==> src/rtl/i2s_pkg.sv <==
// Shared constants and FSM state encoding for the I2S receiver.
`timescale 1ns/1ps
package i2s_pkg;

  localparam int unsigned BCK_PER_CH  = 32;
  localparam int unsigned SAMPLE_BITS = 16;
  localparam int unsigned FRAME_BITS  = 32;
  localparam int unsigned CNT_W       = 6;

  typedef enum logic [1:0] {
    DISABLED = 2'd0,
    ACQUIRE  = 2'd1,
    RUN      = 2'd2
  } state_t;

endpackage

==> src/rtl/i2s_sync.sv <==
// Two-flop synchronizer for one asynchronous pin, with edge detection on the synchronized level.
`timescale 1ns/1ps
module i2s_sync (
  input  logic clk,
  input  logic rst_n,
  input  logic d,
  output logic q,
  output logic rise_c,
  output logic fall_c
);

  logic meta;
  logic prev;

  always_ff @(posedge clk or negedge rst_n) begin
    if (!rst_n) begin
      meta <= 1'b0;
      q    <= 1'b0;
      prev <= 1'b0;
    end else begin
      meta <= d;
      q    <= meta;
      prev <= q;
    end
  end

  assign rise_c = q & ~prev;
  assign fall_c = ~q & prev;

endmodule

==> src/rtl/i2s_receiver.sv <==
// I2S receiver: 16-bit stereo frames from 64-bck I2S slots, ready/valid output.
// Optional 22 kHz decimation (emit every second frame) is compiled in with I2S_RX_DEC22_EN.
`timescale 1ns/1ps
module i2s_receiver
  import i2s_pkg::*;
(
  input  logic        in_clk,
  input  logic        in_reset_n,
  input  logic        audio_start,
  input  logic        audio_end,
  input  logic        mode_22khz,
  input  logic        bck,
  input  logic        lrck,
  input  logic        sdin,
  output logic        out_valid,
  input  logic        out_ready,
  output logic [31:0] out_data,
  output logic        active,
  output logic        overrun,
  output logic        frame_err
);

  state_t state, state_nxt;

  logic tick, lrck_s, sdin_s;
  logic bck_fall_unused, lrck_rise_unused, lrck_fall_unused, sdin_rise_unused, sdin_fall_unused;

  logic                   lrck_prev;
  logic [CNT_W-1:0]       n;
  logic [SAMPLE_BITS-1:0] left_sr;
  logic [SAMPLE_BITS-2:0] right_sr;

  logic changed_c, lrck_fall_c, err_c, done_c, shift_c, emit_c;
  logic active_nxt, overrun_nxt, frame_err_nxt, load_c;
  logic [FRAME_BITS-1:0] frame_c;

  i2s_sync u_sync_bck  (.clk(in_clk), .rst_n(in_reset_n), .d(bck),  .q(),
                        .rise_c(tick), .fall_c(bck_fall_unused));
  i2s_sync u_sync_lrck (.clk(in_clk), .rst_n(in_reset_n), .d(lrck), .q(lrck_s),
                        .rise_c(lrck_rise_unused), .fall_c(lrck_fall_unused));
  i2s_sync u_sync_sdin (.clk(in_clk), .rst_n(in_reset_n), .d(sdin), .q(sdin_s),
                        .rise_c(sdin_rise_unused), .fall_c(sdin_fall_unused));

  // Slot decode: n is the tick index since the last lrck change.
  assign changed_c   = lrck_s ^ lrck_prev;
  assign lrck_fall_c = tick & lrck_prev & ~lrck_s;
  assign err_c       = tick && (state == RUN) &&
                       (changed_c ? (n != CNT_W'(BCK_PER_CH - 1)) : (n == CNT_W'(BCK_PER_CH - 1)));
  assign done_c      = tick && (state == RUN) && !changed_c && lrck_s &&
                       (n == CNT_W'(SAMPLE_BITS - 1));
  assign shift_c     = tick && !changed_c && (n < CNT_W'(SAMPLE_BITS));
  assign frame_c     = {left_sr, right_sr, sdin_s};

`ifdef I2S_RX_DEC22_EN
  logic skip;

  assign emit_c = !mode_22khz || !skip;

  always_ff @(posedge in_clk or negedge in_reset_n) begin
    if (!in_reset_n) begin
      skip <= 1'b0;
    end else if (state != RUN && state_nxt == RUN) begin
      skip <= 1'b0;
    end else if (done_c && !audio_end) begin
      skip <= mode_22khz & ~skip;
    end
  end
`else
  logic mode_unused;

  assign mode_unused = mode_22khz;
  assign emit_c      = 1'b1;
`endif

  always_ff @(posedge in_clk or negedge in_reset_n) begin
    if (!in_reset_n) state <= DISABLED;
    else             state <= state_nxt;
  end

  always_comb begin
    state_nxt = state;
    if (audio_end) begin
      state_nxt = DISABLED;
    end else begin
      case (state)
        DISABLED: if (audio_start) state_nxt = ACQUIRE;
        ACQUIRE:  if (lrck_fall_c) state_nxt = RUN;
        RUN:      if (err_c)       state_nxt = ACQUIRE;
        default:  state_nxt = DISABLED;
      endcase
    end
  end

  always_comb begin
    active_nxt    = (state_nxt != DISABLED);
    overrun_nxt   = 1'b0;
    frame_err_nxt = 1'b0;
    load_c        = 1'b0;
    if (!audio_end) begin
      frame_err_nxt = err_c;
      if (done_c && emit_c) begin
        if (out_valid && !out_ready) overrun_nxt = 1'b1;
        else                         load_c      = 1'b1;
      end
    end
  end

  always_ff @(posedge in_clk or negedge in_reset_n) begin
    if (!in_reset_n) begin
      lrck_prev <= 1'b0;
      n         <= '0;
      left_sr   <= '0;
      right_sr  <= '0;
    end else if (tick) begin
      lrck_prev <= lrck_s;
      n         <= changed_c ? '0 : n + CNT_W'(1);
      if (shift_c && !lrck_s) left_sr  <= {left_sr[SAMPLE_BITS-2:0], sdin_s};
      if (shift_c &&  lrck_s) right_sr <= {right_sr[SAMPLE_BITS-3:0], sdin_s};
    end
  end

  // Output holding register: new frames only replace an empty or just-accepted slot.
  always_ff @(posedge in_clk or negedge in_reset_n) begin
    if (!in_reset_n) begin
      out_valid <= 1'b0;
      out_data  <= '0;
      active    <= 1'b0;
      overrun   <= 1'b0;
      frame_err <= 1'b0;
    end else begin
      active    <= active_nxt;
      overrun   <= overrun_nxt;
      frame_err <= frame_err_nxt;
      if (audio_end) begin
        out_valid <= 1'b0;
      end else if (load_c) begin
        out_valid <= 1'b1;
        out_data  <= frame_c;
      end else if (out_valid && out_ready) begin
        out_valid <= 1'b0;
      end
    end
  end

endmodule

==> config.mk <==
export PLATFORM = sky130hd
export DESIGN_NAME = i2s_receiver
export DESIGN_NICKNAME = d
export VERILOG_FILES = /design/src/rtl/i2s_pkg.sv /design/src/rtl/i2s_sync.sv /design/src/rtl/i2s_receiver.sv
export SDC_FILE = /design/constraint.sdc
export NUM_CORES = 1
export LEC_CHECK = 0
export BUFFER_PORTS_ARGS = -buffer_cell sky130_fd_sc_hd__buf_2
export CAP_MARGIN = 15
export CORE_ASPECT_RATIO = 1.25
export CORE_UTILIZATION = 59
export CTS_BUF_LIST = sky130_fd_sc_hd__clkbuf_8
export DETAILED_ROUTE_END_ITERATION = 7
export PLACE_DENSITY = 0.82
export SYNTH_ARGS = -nofsm -noshare
export SYNTH_HDL_FRONTEND = slang
export SYNTH_SLANG_ARGS = --single-unit
==> constraint.sdc <==
create_clock -name in_clk -period 2.6 [get_ports in_clk]
set_input_delay 0.39 -clock in_clk [delete_from_list [all_inputs] [get_ports in_clk]]
set_output_delay 0.39 -clock in_clk [all_outputs]
set_load 0.01 [all_outputs]
Word-level counts from Yosys, hierarchy flattened
Index checks and enable logic that the tools add are counted.
{"block": "totals", "ff_bits": 83, "in_bits": 9, "output_inout_bits": 36, "elab_cells": 68}
{"block": "classes", "n_addsub": 1, "n_lt_le_gt_ge": 1, "eq_ne": 5, "n_mux": 17, "n_bitwise": 7, "n_reduce_logical": 20}
{"cell": "logical AND 1 bit", "count": 11}
{"cell": "2-to-1 mux 1 bit", "count": 11}
{"cell": "2-to-1 mux 2 bit", "count": 4}
{"cell": "adder 6 x 1 -> 6 bit (second input constant)", "count": 1}
{"cell": "equality test 6 x 4 -> 1 bit (second input constant)", "count": 1}
{"cell": "equality test 6 x 5 -> 1 bit (second input constant)", "count": 1}
{"cell": "less-than comparator 6 x 5 -> 1 bit (second input constant)", "count": 1}
{"cell": "2-to-1 mux 6 bit", "count": 1}
{"cell": "!= test 6 x 5 -> 1 bit (second input constant)", "count": 1}
{"cell": "one-hot mux 2 bit (3 select lines)", "count": 1}
{"cell": "AND reduction 2 bit", "count": 3}
{"cell": "AND 1 bit", "count": 3}
{"cell": "zero test 1 bit", "count": 3}
{"cell": "NOT 1 bit", "count": 3}
{"cell": "nonzero test 3 bit", "count": 1}
{"cell": "equality test 2 x 1 -> 1 bit (second input constant)", "count": 1}
{"cell": "equality test 2 bit (second input constant)", "count": 1}
{"cell": "zero test 2 bit", "count": 1}
{"cell": "nonzero test 2 bit", "count": 1}
{"cell": "XOR 1 bit", "count": 1}

Depth between registers and ports, before layout
{"block": "depth", "ltp_word": 10, "mapped_depth": 5, "depth_no_buf": 5}

Hierarchy
From an unflattened synthesis, not the netlist that was laid out.
{"block": "unflattened", "hier_cells": 216, "area_unflattened_um2": 3437.0}
{"mod": "i2s_receiver", "instances": 1, "cells_each": 201, "area_each_um2": 3166.8, "seq_area_each_um2": 1901.8}
{"mod": "i2s_sync", "instances": 3, "cells_each": 5, "area_each_um2": 90.1, "seq_area_each_um2": 75.1}

Worst setup path before layout
Ideal clock, no wire load.
{"block": "synth_path", "path_type": "reg2reg", "from": "reg n[0]", "to": "reg out_data[10]", "setup_time_ns": 0.125, "arrival_time_ns": 1.692, "required_ns": 2.475, "setup_slack_ns": 0.783, "stages_incl_launch_ff": 6, "path_buffers": 1, "synth_period_minus_slack_ns": 1.817, "cell_sequence": "dfrtp_1 -> ha_1 -> nand3_1 -> nor4b_4 -> buf_6 -> mux2_2"}
{"block": "synth_via", "elab_chain_len": 5}
{"item": "start: declaration", "line_no": "i2s_receiver.sv:29", "rtl": "logic [CNT_W-1:0] n;"}
{"item": "start signal: assignment", "line_no": "i2s_receiver.sv:116", "rtl": "n <= changed_c ? '0 : n + CNT_W'(1);"}
{"item": "equality test 6 x 4 -> 1 bit", "line_no": "i2s_receiver.sv:50", "rtl": "(n == CNT_W'(SAMPLE_BITS - 1));"}
{"item": "logical AND 1 bit", "line_no": "i2s_receiver.sv:49", "rtl": "assign done_c = tick && (state == RUN) && !changed_c && lrck_s &&"}
{"item": "2-to-1 mux 1 bit", "line_no": "i2s_receiver.sv:101", "rtl": "if (done_c && emit_c) begin"}
{"item": "2-to-1 mux 1 bit", "line_no": "i2s_receiver.sv:99", "rtl": "if (!audio_end) begin"}
{"item": "AND reduction 2 bit (no source line)"}
{"item": "end signal: assignment", "line_no": "i2s_receiver.sv:138", "rtl": "out_data <= frame_c;"}
{"item": "end: declaration", "line_no": "i2s_receiver.sv:17", "rtl": "output logic [31:0] out_data,"}
No other way between the ends.
A chain may end at the register's enable or synchronous reset.

Final worst setup path
{"block": "layout_path", "from": "reg n[0]", "to": "reg out_data[4]"}
Same word-level chain as after synthesis.

==> flow_summary.yaml <==
outcome:
  outcome: "finished, final reports clean"
timing:
  final-setup-viol-count: 0
  worst_pin_slew_ns: 1.01
  clk_skew_ns: 0.00804
  max_freq_mhz: 474
  finalHoldViolations: 0
  finalWorstPathRequiredPeriod_ns: 2.11
  final.setup.tns_ns: 0
  fin_crit_sh: 0.811
  setup_repair_after_global_routing_missed_its_margin: "false"
  worst_slew_margin_rel: 0.329
  slew_viol_final: 0
power:
  total_power_mw: 2.65
  power-per-cell-area_mw_per_mm2: 723
  cellLeakagePower_nw: 1.93
  irDropWorstVdd_v: 0.000562
placed_design:
  io_buffer_count: 43
  place_area_mm2: 0.00344
  gp_congestion: 0.751
  detailed_place_hpwl_mm: 2.99
detailed_routing:
  drt_first_pass_iters: 4
  detailroute.via_count: 1769
  drc: 0
  detail_route.vias_per_cell: 5.46
  route.detailed.wl_per_inst_um: 14.9
  drt-total-wl_mm: 4.82
  detail-route-antenna-nets: 0
  drt-initial-drc-count: 104
synth:
  yosys_warnings: 0
  cell_types_with_the_largest_area_share_after_synthesis: "dfrtp_1 65%, mux2_2 22%, o21ai_0 1.6%"
  synth_seq_area_share: 0.652
  synth_edf_count: 0
  synthDistinctLibCells: 30
  synth-main-ff-cell: "dfrtp_1"
  mappedNetlistNets: 218
  synthesis.area_mm2: 0.00319
  async_reset_ff_frac: 1.00
  synthesis.area_per_instance_um2: 15.3
  synth_largest_type_area_fraction: 0.652
  synth.ff_latch_count: 83
  synth.largest_area_cell: "dfrtp_1"
  netlist_instances: 208
clock_network:
  cts_inserted_buffers: 9
  worstSkewPairLatency_ns: 0.34
  tritoncts: "yes"
  clk_transition_reported_paths_ns: 0.08
  cts_max_path_buffers: 2
  ctsHtreeMaxLevel: 3
  post-cts-setup-buffers: 0
  hold_buffers: 0
  cts_sinks: 83
  post_cts_resize_count: 0
  clk_root_buffer_cell: "clkbuf_8"
layout:
  final_layout_size_suffix_gt1_frac: 0.473
  post-route-cell-area_mm2: 0.00367
  most_frequent_standard_cell_in_the_layout_excluding_fill_and_tap_cells: "dfrtp_1"
  layout.core_utilization: 0.712
  fin_nets: 267
  final_cell_mix: "83 x dfrtp_1, 61 x mux2_2, 42 x buf_2, 12 x nand2_1"
  area_delta_synth_final_pct: 15.1
  antenna_cells_inserted: 0
die:
  core_region_area_mm2: 0.00515
  floorplan.initialDensity: 0.619
  fp.dieH_um: 84.2
  die_w_um: 67.7
  io_pins: 45
  die_area_mm2: 0.00570
  row_count: 29
global_routing:
  wire_length_of_the_first_global_routing_pass_mm: 8.50
  maximum_number_of_pins_on_one_net_before_global_route_repair: 84
  global_route.usage.total: 0.204
  antenna_found_initial: 0
  via_count_of_the_first_global_routing_pass: 1840
  grt_overflow_total: 0
critical_path:
  crit_family: "simple AND/OR/NAND/NOR gates"
  worst_ep_arrival_time_ns: 2.33
  timing.critical_path.buf_inv: 1
  path_max_fanout: 32
  timing.critical_path.from_type: "flop"
  critical_path.max_stage_delay_ns: 0.42
  crit_type: "reg -> reg"
  worstSetupEndpointType: "flop"
  cp.required_ns: 2.82
  crit_chain: "ha_1 > nand3_1 > nor4b_4 > buf_4 > mux2_2"
  critical_path.slowest_cell: "buf_4"
job:
  maxCapViolCount: 0
hold_path:
  worstHoldPathType: "in -> reg"
## routing by layer
layer  track usage  vias to the layer above  routed length, um  share of wire
li1              -                      832                  -              -
met1         0.263                      894               2130           0.44
met2         0.308                       36               2390           0.50
met3        0.0543                        7                223          0.046
met4         0.110                        0                 78          0.016
met5             0                        -                  0              0
## final timing paths
check / slack, ns / cells past startpoint / endpoint / startpoint
worst max-delay path: 0.49 / 5 / out_data[4]$_DFFE_PN0P_ / n[0]$_DFFE_PN0N_
worst min-delay path: 0.15 / 1 / u_sync_bck.meta$_DFF_PN0_ / bck
worst max register to register: 0.49 / 5 / out_data[4]$_DFFE_PN0P_ / n[0]$_DFFE_PN0N_
worst min register to register: 0.35 / 0 / u_sync_lrck.q$_DFF_PN0_ / u_sync_lrck.meta$_DFF_PN0_
max in group asynchronous: 1.74 / 1 / out_data[13]$_DFFE_PN0P_ / in_reset_n
min in group asynchronous: 0.18 / 1 / n[4]$_DFFE_PN0N_ / in_reset_n
## metrics by stage
step                std cells  hold WS [ns]  setup slack (ns)
finish                    324         0.150             0.490
global route              324         0.127             0.337
CTS                       324         0.132             0.474
detailed placement        308         0.337             0.502
global placement          308         0.332             0.553
floorplan                 208        0.0944             0.783
## cells by family (layout without fill, tap and decap cells)
kind of cell / after synthesis / after routing / share of synthesized area
compound gates: 16 / 16 / 0.0291
xor+xnor: 2 / 2 / 0.00550
fa+ha+maj: 1 / 1 / 0.00393
buf+inv: 7 / 61 / 0.0181
flops: 83 / 83 / 0.652
mux: 64 / 64 / 0.226
simple gates: 35 / 35 / 0.0660
## synthesized netlist by cell type, drive strengths merged, types with 2 or more instances
master / number
buf: 6
nor2: 4
dfrtp: 83
o21ai: 10
nand3: 3
nor3: 4
nand2b: 4
mux2: 63
o31ai: 2
nand2: 12
## where the power goes
group          total (mW)  internal (mW)  switching (mW)
Sequential           1.47           1.39          0.0787
Clock                1.02          0.569           0.449
Combinational       0.166         0.0862          0.0802
## layout make-up
type / instances / area [um2]
flip-flops and latches: 83 / 2080
fillers: 358 / 1490
multi-input cells: 118 / 1050
repair buffers: 45 / 233
clock buffers: 10 / 138
clock inverters: 6 / 90.1
well taps: 62 / 77.6
## worst reg2reg max path, cell delays in order (launching register included)
cell,delay [ns]
dfrtp_1,0.40
ha_1,0.21
nand3_1,0.23
nor4b_4,0.33
buf_4,0.42
mux2_2,0.40
## state kept, by name, summed over array words and instances (netlist names)
| register | cells |
|---|---|
| n | 6 |
| out_data | 32 |
| out_valid | 1 |
| active | 1 |
| frame_err | 1 |
| overrun | 1 |
| left_sr | 16 |
| u_sync_bck.q | 1 |
| u_sync_lrck.q | 1 |
| u_sync_sdin.meta | 1 |
| u_sync_bck.meta | 1 |
| lrck_prev | 1 |
| u_sync_bck.prev | 1 |
| right_sr | 15 |
| state | 2 |
| u_sync_sdin.q | 1 |
| u_sync_lrck.meta | 1 |
(Power assumes the default switching activity.)
